`src/rtl/gdp_sum_engine.sv`:
```
// gdp_sum_engine: self-sequencing sum-of-n engine.
// Computes n + (n-step) + (n-2*step) + ... over positive terms, with a
// start/busy/done handshake, a programmable decrement step (0 acts as 1)
// and a sticky overflow flag for the accumulator.
module gdp_sum_engine #(
  parameter int WIDTH     = 8,
  parameter int SUM_WIDTH = 16
) (
  input  logic                 clock,
  input  logic                 reset_n,
  input  logic                 start,
  input  logic [WIDTH-1:0]     n_in,
  input  logic [WIDTH-1:0]     step_in,
  output logic                 busy,
  output logic                 done,
  output logic                 n_is_0,
  output logic [SUM_WIDTH-1:0] result,
  output logic                 overflow
);

  typedef enum logic [2:0] {
    S_IDLE,
    S_CHECK,
    S_ADD,
    S_DEC,
    S_DONE
  } state_t;

  state_t               state_q, state_d;
  logic [WIDTH-1:0]     cnt_q, cnt_d;
  logic [WIDTH-1:0]     stp_q, stp_d;
  logic [SUM_WIDTH-1:0] acc_q, acc_d;
  logic                 ovf_acc_q, ovf_acc_d;
  logic [SUM_WIDTH-1:0] result_q, result_d;
  logic                 overflow_q, overflow_d;

  // Accumulate at SUM_WIDTH+1 bits so the top bit is the carry-out.
  logic [SUM_WIDTH:0] add_sum;
  assign add_sum = {1'b0, acc_q} + (SUM_WIDTH+1)'(cnt_q);

  // Next-state, datapath next values and state-decoded handshake outputs.
  always_comb begin
    // NOTE: every signal written here gets a default first, so no path
    // through the case can leave one unassigned and infer a latch.
    state_d    = state_q;
    cnt_d      = cnt_q;
    stp_d      = stp_q;
    acc_d      = acc_q;
    ovf_acc_d  = ovf_acc_q;
    result_d   = result_q;
    overflow_d = overflow_q;
    busy       = 1'b1;
    done       = 1'b0;

    case (state_q)
      S_IDLE: begin
        busy = 1'b0;
        if (start) begin
          cnt_d     = n_in;
          stp_d     = (step_in == '0) ? WIDTH'(1) : step_in;
          acc_d     = '0;
          ovf_acc_d = 1'b0;
          state_d   = S_CHECK;
        end
      end
      S_CHECK: begin
        if (cnt_q == '0) begin
          // Publish on the way into DONE so result/overflow are already
          // valid in the cycle that done is high.
          result_d   = acc_q;
          overflow_d = ovf_acc_q;
          state_d    = S_DONE;
        end else begin
          state_d = S_ADD;
        end
      end
      S_ADD: begin
        acc_d     = add_sum[SUM_WIDTH-1:0];
        ovf_acc_d = ovf_acc_q | add_sum[SUM_WIDTH];
        state_d   = S_DEC;
      end
      S_DEC: begin
        // Saturate at zero so the counter never wraps below zero.
        cnt_d   = (cnt_q <= stp_q) ? '0 : cnt_q - stp_q;
        state_d = S_CHECK;
      end
      S_DONE: begin
        done    = 1'b1;
        state_d = S_IDLE;
      end
      default: state_d = S_IDLE;
    endcase
  end

  // State and datapath registers with synchronous active-low reset.
  always_ff @(posedge clock) begin
    // NOTE: sequential state uses non-blocking assignments so every register
    // samples the values from before this edge, independent of statement order.
    if (!reset_n) begin
      state_q    <= S_IDLE;
      cnt_q      <= '0;
      stp_q      <= WIDTH'(1);
      acc_q      <= '0;
      ovf_acc_q  <= 1'b0;
      result_q   <= '0;
      overflow_q <= 1'b0;
    end else begin
      state_q    <= state_d;
      cnt_q      <= cnt_d;
      stp_q      <= stp_d;
      acc_q      <= acc_d;
      ovf_acc_q  <= ovf_acc_d;
      result_q   <= result_d;
      overflow_q <= overflow_d;
    end
  end

  assign n_is_0   = (cnt_q == '0);
  assign result   = result_q;
  assign overflow = overflow_q;

endmodule
```
`config.mk`:
```
export PLATFORM = sky130hd
export DESIGN_NAME = gdp_sum_engine
export DESIGN_NICKNAME = d
export VERILOG_FILES = /design/src/rtl/gdp_sum_engine.sv
export SDC_FILE = /design/constraint.sdc
export NUM_CORES = 1
export LEC_CHECK = 0
export ABC_AREA = 0
export BUFFER_PORTS_ARGS = -buffer_cell sky130_fd_sc_hd__buf_2
export CORE_ASPECT_RATIO = 1.2
export CORE_MARGIN = 4
export CORE_UTILIZATION = 58
export CTS_BUF_LIST = sky130_fd_sc_hd__clkbuf_16
export DETAILED_ROUTE_END_ITERATION = 12
export PLACE_DENSITY_LB_ADDON = 0.15
export SKIP_CTS_REPAIR_TIMING = 1
export SYNTH_ARGS = -nofsm -noshare
export SYNTH_HDL_FRONTEND = slang
export SYNTH_SLANG_ARGS = --single-unit
```
`constraint.sdc`:
```
create_clock -name clock -period 2.8 [get_ports clock]
set_input_delay 0.28 -clock clock [delete_from_list [all_inputs] [get_ports clock]]
set_output_delay 0.28 -clock clock [all_outputs]
set_load 0.02 [all_outputs]
```
==> impl_summary.log <==
[metrics] status: complete, no violations
[metrics] Max stage delay cell, worst path: sky130_fd_sc_hd__fa_1
[metrics] library cell occupying the most area in the post-synthesis netlist: sky130_fd_sc_hd__dfxtp_1
[metrics] antenna fix cells: 0
[metrics] remaining number of nets flagged by the antenna check after routing: 0
[metrics] Min-Delay Endpoint: stp_q[7]
[metrics] number of buffers created by CTS: 5
[metrics] top library cells by usage in the layout, fill and taps aside: sky130_fd_sc_hd__dfxtp_1 (53), sky130_fd_sc_hd__nor2_1 (38), sky130_fd_sc_hd__buf_2 (38)
[metrics] power per cell area: 615 nW/um^2
[metrics] number of enable-type register cells in the synthesized netlist: 0
[metrics] worst clock skew on the final layout: ~0.0058 ns
[metrics] biggest area contributors in the synthesized netlist: sky130_fd_sc_hd__dfxtp_1 (36%), sky130_fd_sc_hd__mux2i_1 (7.1%), sky130_fd_sc_hd__ha_1 (6.8%), sky130_fd_sc_hd__a21oi_1 (5.6%), sky130_fd_sc_hd__o21ai_0 (4.9%)
[metrics] via count normalized by instance count: around 6
[metrics] number of placement rows: 28
[metrics] share of final-layout standard cells stronger than drive strength 1: ~15%
[metrics] largest net degree at the start of global routing: 32
[metrics] syn_area_per_cell: 8.41 sq um
[metrics] setup slack of the worst register-to-register path: ~0.58 ns
[metrics] Syn Nets: a little under 400
[metrics] share of the clock period used by the worst path after layout: slightly below 80%
[metrics] source-to-sink clock delay at the later pin of the worst-skew pair: just under 0.3 ns
[metrics] standby leakage power: approximately 1.5 nW
[metrics] portion of synthesized cell area occupied by the leading cell type: a little over a third
[metrics] clock period minus worst slack: between 2 and 2.5 ns
[metrics] IO buf count: 38
[metrics] post-layout net count: about 420
[metrics] total number of cells along the worst setup path: 8
[metrics] die outline width: about 73 um
[metrics] sequential element share of the synthesized area: between 30% and 40%
[metrics] number of filler cells placed in the layout: roughly 420
[metrics] setup TNS: 0 ns
[metrics] number of search-and-repair iterations in the first detailed-routing pass: 4
[metrics] DRC errors left: 0
[metrics] Placed Cells: ~440
[metrics] reg2reg end: acc_q[8]
[metrics] Ys Warns: 0
[metrics] worst hold stages: 3
[metrics] stage delay of the slowest cell on the critical path: ~0.4 ns
[metrics] total via count in the routed design: between 2k and 3k
[metrics] first-pass GRT wire length: 11.6 mm
[metrics] clock-pin slew of the registers on the worst-case setup and hold paths: about 0.070 ns
[metrics] gp weighted congestion: approximately 0.93
[metrics] type of the tightest min-delay check: input port to flip-flop
[metrics] worst path cell trace: ha_1 -> inv_1 -> fa_1 -> nand2b_1 -> a211oi_2 -> o221ai_1 -> or2_0 -> a21oi_1
[metrics] Setup violations, final: 0
[metrics] synthesized area: 2960 sq um
[metrics] worst setup path class: flip-flop to flip-flop
[metrics] top flip-flop cell by instance count after synthesis: sky130_fd_sc_hd__dfxtp_1
[metrics] slew at the pin closest to its max-slew limit: around 0.6 ns
[metrics] RSZ-0062 raised after global routing: false
[metrics] GRT Util Overall: roughly 23%
[metrics] Remaining Overflow, GRT: 0
[metrics] vertical die dimension: between 80 and 90 um
[metrics] starting utilization of the core area: roughly 60%
[metrics] async set or reset register ratio after synthesis: 0%
[metrics] clk buf depth: 2
[metrics] headroom to the max-slew limit: between 60% and 70%
[metrics] depth of the worst register-to-register path: 8
[metrics] Util after Layout: 67.3%
[metrics] sequential cell area in the final layout: ~1100 sq um
[metrics] vias in the first global route: about 2.5k
[metrics] leading cell type in the layout, fill and taps excluded: sky130_fd_sc_hd__dfxtp_1
[metrics] area taken by multi-input logic gates: about 1700 sq um
[metrics] Std-Cell Core Area: about 4900 sq um
[metrics] Total Die Area: 6320 sq um
[metrics] sort of element at the end of the critical path: flip-flop
[metrics] maximum resistive drop on vdd: approximately 0.00035 V
[metrics] antenna violations before repair: 0
[metrics] total I/O pin count: 39
[metrics] synthesis-to-finish area growth: 12.3%
[metrics] number of buffer and inverter stages on the critical path: 1
[metrics] gate count of the mapped netlist: between 300 and 400
[metrics] launch instance of the worst register-to-register path: cnt_q[0]
[metrics] required time worst endpoint: 3.02 ns
[metrics] count of pins over their slew limit: 0
[metrics] post-synthesis sequential element count: between 50 and 60
[metrics] Iteration-0 DRC Markers: 190
[metrics] clock tree from TritonCTS: built
[metrics] Hold Violations, Final: 0
[metrics] final wirelength: about 6.7 mm
[metrics] cell family contributing the most delay on the critical path: compound AO/OA/AOI/OAI gates
[metrics] Max-cap violations: 0
[metrics] post-detail-place hpwl: between 4 and 5 mm
[metrics] Final Non-Filler Cells: around 450
[metrics] H-tree depth: 2
[metrics] number of sinks driven by the clock tree: 53
[metrics] maximum fanout along the worst path: 4
[metrics] Max Freq: roughly 450 MHz
[metrics] total power: roughly 2.0 mW
[metrics] start point of the worst hold path: step_in[7]
[metrics] data arrival time at the worst-slack endpoint: between 2 and 2.5 ns
[metrics] Setup crit start kind: flip-flop
[metrics] average wire per cell in the routed design: 15.1 um
[metrics] number of library cell types mapped by synthesis: between 60 and 70
[metrics] clock root buffer master: sky130_fd_sc_hd__clkbuf_16
[power breakdown]
group	internal (mW)	switching, mW
registers	0.792	0.0461
clock network	0.416	0.263
logic	0.221	0.307
total	1.43	0.616
[metrics by stage]
step                worst slack (ns)  instance area [sq um]  hold WS, ns
detailed placement             0.583                   3160        0.447
global route                   0.400                   3320        0.251
finish                         0.582                   3320        0.240
CTS                            0.574                   3320        0.241
floorplan                      0.785                   2960        0.416
global placement               0.678                   3160        0.446
[cells by family (layout without fill, tap and decap cells)]
| family | count (synthesis) | after routing | share of synthesized area (%) |
|---|---|---|---|
| AOI/OAI and AO/OA | 97 | 97 | 20.6 |
| xor gates and xnor gates | 4 | 4 | 1.18 |
| adders and majority gates | 18 | 18 | 8.11 |
| buffers and inverters | 36 | 69 | 5.49 |
| DFF | 53 | 53 | 35.8 |
| muxes | 23 | 23 | 7.86 |
| and+or+nand+nor | 121 | 121 | 20.9 |
[tightest hold or removal path: stages]
cell	delay [ns]
sky130_fd_sc_hd__buf_2	0.10
sky130_fd_sc_hd__nand2_1	0.05
sky130_fd_sc_hd__a21oi_1	0.05
[registers in the layout (all words and copies together) (netlist names)]
register,count
acc_q,16
state_q,3
stp_q,8
cnt_q,8
ovf_acc_q,1
result,16
overflow,1
[layer usage]
metal	track usage, %	vias up	routed length (um)	part of all wire, %
li1	-	1330	-	-
met1	28.5	1237	2990	44
met2	39.5	65	3300	49
met3	3.48	17	266	4.0
met4	9.40	0	176	2.6
met5	0	-	0	0
[worst max path at each step]
stage | start | to
detailed placement | cnt_q[0] | acc_q[8]
global placement | cnt_q[0] | acc_q[8]
global route | cnt_q[0] | acc_q[8]
floorplan | cnt_q[0] | acc_q[12]
CTS | cnt_q[0] | acc_q[8]
finish | cnt_q[0] | acc_q[8]
[layout make-up]
cell class / instances / area share (%)
clock inverters: 3 / 1.13
well taps: 60 / 2.26
inverters: 20 / 2.26
multi-input cells: 263 / 52.3
flip-flops and latches: 53 / 31.9
repair buffers: 41 / 6.40
clock buffers: 5 / 3.77
[cells in the mapped netlist, types with 3 or more instances]
cell type,n
sky130_fd_sc_hd__a22oi_1,4
sky130_fd_sc_hd__ha_1,16
sky130_fd_sc_hd__and3_1,3
sky130_fd_sc_hd__nor2_1,38
sky130_fd_sc_hd__buf_2,3
sky130_fd_sc_hd__nand2b_1,7
sky130_fd_sc_hd__nand4_1,3
sky130_fd_sc_hd__dfxtp_1,53
sky130_fd_sc_hd__inv_1,19
sky130_fd_sc_hd__nand2_1,28
sky130_fd_sc_hd__o2111ai_1,4
sky130_fd_sc_hd__nand3_1,11
sky130_fd_sc_hd__o21ai_0,29
sky130_fd_sc_hd__o21a_1,3
sky130_fd_sc_hd__or3_1,4
sky130_fd_sc_hd__a21oi_1,33
sky130_fd_sc_hd__nand3b_1,3
sky130_fd_sc_hd__clkbuf_1,11
sky130_fd_sc_hd__nor2b_1,4
sky130_fd_sc_hd__mux2i_1,21
(Power assumes the default switching activity.)
